--- src/rtl/control_display_7seg_pkg.sv ---
// Shared constants and FSM state type for the 7-segment scan controller.
package control_display_7seg_pkg;

    localparam logic [4:0] COD_BLANCO  = 5'd16;
    localparam logic [4:0] COD_GUION   = 5'd17;
    localparam logic [6:0] SEG_APAGADO = 7'b000_0000;

    typedef enum logic {
        StGuarda,
        StEncendido
    } estado_t;

endpackage

--- src/rtl/control_display_7seg_if.sv ---
// Application-side bundle: digit codes and load strobe in, scan outputs back.
interface control_display_7seg_if #(
    parameter int unsigned N_DIGITOS = 4
);

    logic [5*N_DIGITOS-1:0] dato_in;
    logic                   cargar;
    logic                   supr_ceros;
    logic [6:0]             segmentos;
    logic [N_DIGITOS-1:0]   anodos;
    logic [2:0]             digito_idx;
    logic                   fin_cuadro;

    modport master (
        output dato_in, cargar, supr_ceros,
        input  segmentos, anodos, digito_idx, fin_cuadro
    );

    modport slave (
        input  dato_in, cargar, supr_ceros,
        output segmentos, anodos, digito_idx, fin_cuadro
    );

endinterface

--- src/rtl/control_display_7seg_hex.sv ---
// Hex_7segmentos decoder: 5-bit code to active-high pattern, a = MSB, g = LSB.
module control_display_7seg_hex
    import control_display_7seg_pkg::*;
(
    input  logic [4:0] codigo,
    output logic [6:0] segmentos
);

    always_comb begin
        segmentos = SEG_APAGADO;
        case (codigo)
            5'h00: segmentos = 7'b111_1110;
            5'h01: segmentos = 7'b011_0000;
            5'h02: segmentos = 7'b110_1101;
            5'h03: segmentos = 7'b111_1001;
            5'h04: segmentos = 7'b011_0011;
            5'h05: segmentos = 7'b101_1011;
            5'h06: segmentos = 7'b101_1111;
            5'h07: segmentos = 7'b111_0000;
            5'h08: segmentos = 7'b111_1111;
            5'h09: segmentos = 7'b111_1011;
            5'h0A: segmentos = 7'b111_0111;
            5'h0B: segmentos = 7'b001_1111;
            5'h0C: segmentos = 7'b100_1110;
            5'h0D: segmentos = 7'b011_1101;
            5'h0E: segmentos = 7'b100_1111;
            5'h0F: segmentos = 7'b100_0111;
            COD_GUION: segmentos = 7'b000_0001;
            default: segmentos = SEG_APAGADO;
        endcase
    end

endmodule

--- src/rtl/control_display_7seg.sv ---
// Multiplexed N-digit 7-segment scanner with guard blanking, frame-aligned
// double buffering and optional leading-zero suppression.
module control_display_7seg
    import control_display_7seg_pkg::*;
#(
    parameter int unsigned N_DIGITOS       = 4,
    parameter int unsigned CICLOS_DIGITO   = 50000,
    parameter int unsigned CICLOS_GUARDA   = 64,
    parameter bit          SEG_ACTIVO_BAJO = 1'b0
) (
    input logic clk,
    input logic rst,
    control_display_7seg_if.slave bus
);

    localparam int unsigned CMAX = (CICLOS_DIGITO > CICLOS_GUARDA) ? CICLOS_DIGITO : CICLOS_GUARDA;
    localparam int unsigned CW   = $clog2(CMAX);
    localparam logic [CW-1:0] ULT_GUARDA = CW'(CICLOS_GUARDA - 1);
    localparam logic [CW-1:0] ULT_DIGITO = CW'(CICLOS_DIGITO - 1);
    localparam logic [2:0]    ULT_IDX    = 3'(N_DIGITOS - 1);
    localparam logic [6:0]    SEG_RESET  = SEG_APAGADO ^ {7{SEG_ACTIVO_BAJO}};
    localparam logic [5*N_DIGITOS-1:0] TODO_BLANCO = {N_DIGITOS{COD_BLANCO}};

    estado_t                estado_q, estado_d;
    logic [CW-1:0]          cnt_q, cnt_d;
    logic [2:0]             idx_q, idx_d;
    logic                   frontera;
    logic [5*N_DIGITOS-1:0] sombra_q, activo_q;
    logic                   fin_q;
    logic [6:0]             seg_q, seg_dec;
    logic [N_DIGITOS-1:0]   anodos_q, anodos_d;

    logic [39:0] activo_ext;
    logic [4:0]  efectivo [8];
    logic [4:0]  cod, codigo_sel;
    logic        todo_cero;

    always_ff @(posedge clk or posedge rst) begin
        if (rst) begin
            estado_q <= StGuarda;
            cnt_q    <= '0;
        end else begin
            estado_q <= estado_d;
            cnt_q    <= cnt_d;
        end
    end

    always_comb begin
        estado_d = estado_q;
        cnt_d    = cnt_q + 1'b1;
        idx_d    = idx_q;
        frontera = 1'b0;
        unique case (estado_q)
            StGuarda: begin
                if (cnt_q == ULT_GUARDA) begin
                    estado_d = StEncendido;
                    cnt_d    = '0;
                end
            end
            StEncendido: begin
                if (cnt_q == ULT_DIGITO) begin
                    estado_d = StGuarda;
                    cnt_d    = '0;
                    frontera = (idx_q == ULT_IDX);
                    idx_d    = (idx_q == ULT_IDX) ? 3'd0 : idx_q + 3'd1;
                end
            end
        endcase
        anodos_d = (estado_d == StEncendido) ? ~(N_DIGITOS'(1) << idx_d) : '1;
    end

    // Scan top-down so each digit knows whether everything above it is zero/blank.
    always_comb begin
        activo_ext = 40'(activo_q);
        todo_cero  = 1'b1;
        cod        = '0;
        for (int i = 7; i >= 0; i--) begin
            cod         = activo_ext[5*i +: 5];
            todo_cero   = todo_cero & ((cod == 5'd0) | (cod == COD_BLANCO));
            efectivo[i] = (bus.supr_ceros && todo_cero && i != 0) ? COD_BLANCO : cod;
        end
        codigo_sel = efectivo[idx_q];
    end

    control_display_7seg_hex u_hex (
        .codigo    (codigo_sel),
        .segmentos (seg_dec)
    );

    always_ff @(posedge clk or posedge rst) begin
        if (rst) begin
            idx_q    <= '0;
            sombra_q <= TODO_BLANCO;
            activo_q <= TODO_BLANCO;
            fin_q    <= 1'b0;
            seg_q    <= SEG_RESET;
            anodos_q <= '1;
        end else begin
            idx_q <= idx_d;
            if (bus.cargar) sombra_q <= bus.dato_in;
            // A strobe coinciding with the boundary bypasses the shadow copy.
            if (frontera) activo_q <= bus.cargar ? bus.dato_in : sombra_q;
            fin_q    <= frontera;
            seg_q    <= SEG_ACTIVO_BAJO ? ~seg_dec : seg_dec;
            anodos_q <= anodos_d;
        end
    end

    assign bus.segmentos  = seg_q;
    assign bus.anodos     = anodos_q;
    assign bus.digito_idx = idx_q;
    assign bus.fin_cuadro = fin_q;

endmodule

--- src/flat_wrapper.sv ---
// flat-port wrapper written by rule: the top's interface ports become plain ports
module control_display_7seg_flat import control_display_7seg_pkg::*;
#(
    parameter int unsigned N_DIGITOS       = 4,
    parameter int unsigned CICLOS_DIGITO   = 50000,
    parameter int unsigned CICLOS_GUARDA   = 64,
    parameter bit          SEG_ACTIVO_BAJO = 1'b0
)
  (clk, rst, bus_dato_in, bus_cargar, bus_supr_ceros, bus_segmentos, bus_anodos, bus_digito_idx, bus_fin_cuadro);
  control_display_7seg_if #(.N_DIGITOS(N_DIGITOS)) bus_i ();
  input logic clk;
  input logic rst;
  input wire logic [$bits(bus_i.dato_in)-1:0] bus_dato_in;
  input wire logic [$bits(bus_i.cargar)-1:0] bus_cargar;
  input wire logic [$bits(bus_i.supr_ceros)-1:0] bus_supr_ceros;
  output wire logic [$bits(bus_i.segmentos)-1:0] bus_segmentos;
  output wire logic [$bits(bus_i.anodos)-1:0] bus_anodos;
  output wire logic [$bits(bus_i.digito_idx)-1:0] bus_digito_idx;
  output wire logic [$bits(bus_i.fin_cuadro)-1:0] bus_fin_cuadro;
  assign bus_i.dato_in = bus_dato_in;
  assign bus_i.cargar = bus_cargar;
  assign bus_i.supr_ceros = bus_supr_ceros;
  assign bus_segmentos = bus_i.segmentos;
  assign bus_anodos = bus_i.anodos;
  assign bus_digito_idx = bus_i.digito_idx;
  assign bus_fin_cuadro = bus_i.fin_cuadro;
  control_display_7seg #(.N_DIGITOS(N_DIGITOS), .CICLOS_DIGITO(CICLOS_DIGITO), .CICLOS_GUARDA(CICLOS_GUARDA), .SEG_ACTIVO_BAJO(SEG_ACTIVO_BAJO)) u_core (.clk(clk), .rst(rst), .bus(bus_i));
endmodule
--- config.mk ---
export PLATFORM = sky130hd
export DESIGN_NAME = control_display_7seg_flat
export DESIGN_NICKNAME = d
export VERILOG_FILES = /design/src/rtl/control_display_7seg_pkg.sv /design/src/rtl/control_display_7seg_if.sv /design/src/rtl/control_display_7seg_hex.sv /design/src/rtl/control_display_7seg.sv /design/src/flat_wrapper.sv
export SDC_FILE = /design/constraint.sdc
export NUM_CORES = 1
export LEC_CHECK = 0
export CAP_MARGIN = 0
export CORE_MARGIN = 10
export CORE_UTILIZATION = 30
export CTS_BUF_LIST = sky130_fd_sc_hd__clkbuf_4 sky130_fd_sc_hd__clkbuf_8 sky130_fd_sc_hd__clkbuf_16
export CTS_CLUSTER_DIAMETER = 100
export CTS_CLUSTER_SIZE = 8
export DETAILED_ROUTE_END_ITERATION = 12
export PLACE_DENSITY_LB_ADDON = 0.25
export SKIP_LAST_GASP = 1
export SYNTH_ARGS = -nofsm -noshare
export SYNTH_HDL_FRONTEND = slang
export SYNTH_HIERARCHICAL = 1
export SYNTH_SLANG_ARGS = --single-unit
--- constraint.sdc ---
create_clock -name clk -period 2.3 [get_ports clk]
set_clock_uncertainty 0.1 [all_clocks]
set_input_delay 0.23 -clock clk [delete_from_list [all_inputs] [get_ports clk]]
set_output_delay 0.23 -clock clk [all_outputs]
set_load 0.05 [all_outputs]
==> flow_summary_export.csv <==
group,metric,value,unit
pwr,power_frac_clock,49.8,%
clock_tree,clock_sinks,72,
pwr,ir_worst_vdd,245,uV
yosys,synth_cell_types,52,
finish,proportion_of_layout_cells_with_a_drive_suffix_above_1,30.1,%
clock_tree,cts-buffers-inserted,9,
critical_path,critical_path.reg2reg.endpoint,"u_core/bus.segmentos[3]",
sta,maxSlewViolCount,0,
critical_path,worst-r2r-setup-slack,0.15,ns
pwr,internal-power,2.31,mW
critical_path,setup_crit_end_kind,"flip-flop",
global_route,gr-usage-all-layers,9.36,%
finish,diodes,0,
critical_path,required_time_at_the_worst_slack_endpoint,2.43,ns
yosys,ys_warn_count,6,
sta,max_slew.worst_pin.slew,0.560,ns
pwr,power_leakage,1.91,nW
route,vias,2206,
critical_path,start_kind,"flip-flop",
route,ant_nets,0,
yosys,postSynthCellCount,268,
route,drc,0,
sta,fmaxAchievable,465,MHz
sta,final_worst_path_period_need,2.15,ns
sta,finalHoldViolations,0,
finish,final_nets,355,
yosys,seq_area_frac_synth,52.7,%
critical_path,reg2regPathDepth,8,
critical_path,critPathMaxFanout,5,
pwr,net-switching-power,0.578,mW
sta,setup-tns-final,0,ns
finish,fill_cell_total_of_the_finished_layout,1108,
yosys,ys_async_sr_fraction,100,%
route,drt-vias-per-instance,4.70,
pwr,combPwrFrac,4.6,%
yosys,synthFlopType,"sky130_fd_sc_hd__dfrtp_1",
critical_path,crit_arrival,2.28,ns
sta,timing.final.ws_setup,0.151,ns
clock_tree,clock_tree.buffer_depth,2,
finish,areaGrowthSynthToFinish,27.5,%
route,finalWirelength,7160,um
pwr,power_density,657,nW/um^2
yosys,number_of_enable_type_register_cells_in_the_synthesized_netlist,0,
flow_run,max_cap_violations,0,
floorplan,die-height,127,um
sta,setup_violations,0,
placed_design,detailed_place_hpwl,5230,um
global_route,grt_pass1_vias,2389,
sta,post-route-period-util,93.5,%
critical_path,criticalPathCategory,"flip-flop to flip-flop",
yosys,synth-seq-cells,72,
global_route,grt_max_degree,35,
pwr,swShare,20.0,%
floorplan,area_of_the_core,11300,um^2
clock_tree,worstSkewPairLatency,0.33,ns
placed_design,dp_slack,-0.327,ns
outcome,run_status,"finished, final reports clean",
placed_design,place.gp.congestion,0.854,
floorplan,io-pin-count,39,
clock_tree,cts_root_buf,"sky130_fd_sc_hd__clkbuf_16",
route,dr.pass1.iters,4,
route,detailedRoute.firstIterationViolations,111,
clock_tree,tritoncts_clock_tree,"yes",
global_route,grt_overflow,0,
critical_path,reg2reg_from,"u_core/activo_q[16]",
clock_tree,worst_setup_hold_path_clk_slew,0.06,ns
yosys,synth_area_per_cell,12.9,um^2
placed_design,port_buffer_cells,38,
yosys,postSynthNetCount,302,
pwr,power,2.89,mW
min_path,min-delay-path-class,"input pin to async pin",
clock_tree,htree_levels,3,
floorplan,start_util,30.5,%
pwr,share_seq_of_total_power,45.6,%
route,route.detailed.wl_per_inst,15.3,um
floorplan,die_width,127,um
yosys,syn_area,3450,um^2
global_route,antenna_found_initial,0,
floorplan,fp.dieArea,16200,um^2
global_route,grt_pass1_wl,12100,um
sta,maxSlewHeadroom,62.7,%
floorplan,fp-row-count,39,
## logic make-up (layout without fill, tap and decap cells)
logic type | after synthesis | count (layout) | synth area share [%]
fa+ha+maj | 10 | 10 | 3.63
buf+inv | 20 | 78 | 3.55
flops | 72 | 72 | 52.7
mux | 48 | 48 | 17.0
compound gates | 22 | 22 | 4.90
simple gates | 84 | 84 | 15.2
xor+xnor | 12 | 12 | 3.05
## what timing repair did
action / 4_1_cts / 5_1_grt
setup endpoints to repair: 1 / 4
hold buffers: 0 / 0
setup buffers: 0 / 2
resized for setup: 1 / 7
## final cells by class
cell class                      count  area, um^2  area share [%]
Clock buffer                       12         267            6.06
Clock inverter                      4        51.3            1.17
Inverter                            8        30.0           0.683
Multi-Input combinational cell    176        1540            35.0
Sequential cell                    72        1820            41.4
Tap cell                          143         179            4.07
Timing Repair Buffer               54         513            11.7
## state kept, by name (all words and copies together), names as in the netlist
name and cells:
u_core/bus.segmentos 7, u_core/bus.fin_cuadro 1, u_core/cnt_q 16, u_core/bus.digito_idx 3, u_core/bus.anodos 4, u_core/activo_q 20
u_core/estado_q 1, u_core/sombra_q 20
## layout by cell type (no fill, tap or decap), types with 3 or more instances in the layout
| cell type | Yosys | final |
|---|---|---|
| sky130_fd_sc_hd__a21oi_1 | 5 | 5 |
| sky130_fd_sc_hd__and2_1 | 5 | 3 |
| sky130_fd_sc_hd__and3_1 | 3 | 3 |
| sky130_fd_sc_hd__buf_4 | 0 | 15 |
| sky130_fd_sc_hd__clkbuf_16 | 0 | 9 |
| sky130_fd_sc_hd__clkbuf_8 | 0 | 3 |
| sky130_fd_sc_hd__clkdlybuf4s50_1 | 0 | 38 |
| sky130_fd_sc_hd__dfrtp_1 | 60 | 58 |
| sky130_fd_sc_hd__dfstp_2 | 12 | 12 |
| sky130_fd_sc_hd__ha_1 | 10 | 9 |
| sky130_fd_sc_hd__inv_1 | 8 | 6 |
| sky130_fd_sc_hd__mux2_1 | 14 | 14 |
| sky130_fd_sc_hd__mux2_2 | 28 | 28 |
| sky130_fd_sc_hd__mux4_2 | 4 | 4 |
| sky130_fd_sc_hd__nand2_1 | 9 | 9 |
| sky130_fd_sc_hd__nand3_1 | 11 | 10 |
| sky130_fd_sc_hd__nand4_1 | 3 | 3 |
| sky130_fd_sc_hd__nand4b_1 | 4 | 4 |
| sky130_fd_sc_hd__nor2_1 | 20 | 20 |
| sky130_fd_sc_hd__nor2b_1 | 4 | 4 |
| sky130_fd_sc_hd__nor3_1 | 6 | 6 |
| sky130_fd_sc_hd__or4_1 | 3 | 3 |
| sky130_fd_sc_hd__xnor2_1 | 6 | 6 |
| sky130_fd_sc_hd__xor2_1 | 6 | 6 |
## worst max-delay path, cell delays in order (launching register included)
cell	delay [ns]
sky130_fd_sc_hd__dfrtp_1	0.38
sky130_fd_sc_hd__buf_4	0.14
sky130_fd_sc_hd__mux4_2	0.44
sky130_fd_sc_hd__and2_1	0.24
sky130_fd_sc_hd__buf_4	0.18
sky130_fd_sc_hd__ha_1	0.19
sky130_fd_sc_hd__nand2b_1	0.10
sky130_fd_sc_hd__nand2_1	0.06
sky130_fd_sc_hd__a211oi_1	0.23
## layer usage
| metal | vias up | share of wire [%] | global-route usage (%) |
|---|---|---|---|
| met5 | - | 0 | 0 |
| met4 | 0 | 1.8 | 4.49 |
| met3 | 9 | 4.5 | 3.31 |
| met2 | 42 | 49 | 15.2 |
| met1 | 1089 | 45 | 10.8 |
| li1 | 1066 | - | - |
## through the flow
stage | cell area (um^2) | hold slack, ns | instances | util [%]
after floorplan | 3450 | 0.294 | 268 | -
after global placement | 4040 | 0.378 | 451 | 35.7
after detailed placement | 4040 | 0.383 | 451 | 35.7
after CTS | 4360 | 0.138 | 467 | 38.5
after global routing | 4400 | 0.169 | 469 | 38.8
final | 4400 | 0.133 | 469 | 38.8
## power groups by stage
stage	clock network, mW	registers [mW]	logic, mW
after floorplan	0	1.33	0.0691
after global placement	0	1.34	0.135
after detailed placement	0	1.34	0.136
after CTS	1.49	1.32	0.137
after global routing	1.56	1.32	0.149
final	1.44	1.32	0.134
## worst max path at each step
stage / startpoint / end / slack, ns / depth (start not counted)
2_1_floorplan: rst / u_core/bus.digito_idx[0] / 0.006 / 1
3_3_place_gp: bus_supr_ceros / u_core/bus.segmentos[0] / -0.24 / 8
3_5_place_dp: bus_supr_ceros / u_core/bus.segmentos[0] / -0.33 / 8
4_1_cts: u_core/activo_q[16] / u_core/bus.segmentos[0] / 0.03 / 7
5_1_grt: u_core/activo_q[16] / u_core/bus.segmentos[3] / -0.005 / 8
6_report: u_core/activo_q[16] / u_core/bus.segmentos[3] / 0.15 / 8
## Yosys cell counts, types with 6 or more instances
master	number	area, um^2
sky130_fd_sc_hd__buf_6	6	67.6
sky130_fd_sc_hd__xnor2_1	6	52.6
sky130_fd_sc_hd__ha_1	10	125
sky130_fd_sc_hd__nor2_1	20	75.1
sky130_fd_sc_hd__mux2_2	28	315
sky130_fd_sc_hd__dfstp_2	12	315
sky130_fd_sc_hd__nand2_1	9	33.8
sky130_fd_sc_hd__dfrtp_1	60	1500
sky130_fd_sc_hd__xor2_1	6	52.6
sky130_fd_sc_hd__nand3_1	11	55.1
sky130_fd_sc_hd__mux2_1	14	158
sky130_fd_sc_hd__inv_1	8	30.0
sky130_fd_sc_hd__nor3_1	6	30.0
Power figures use the tool's default switching activity.
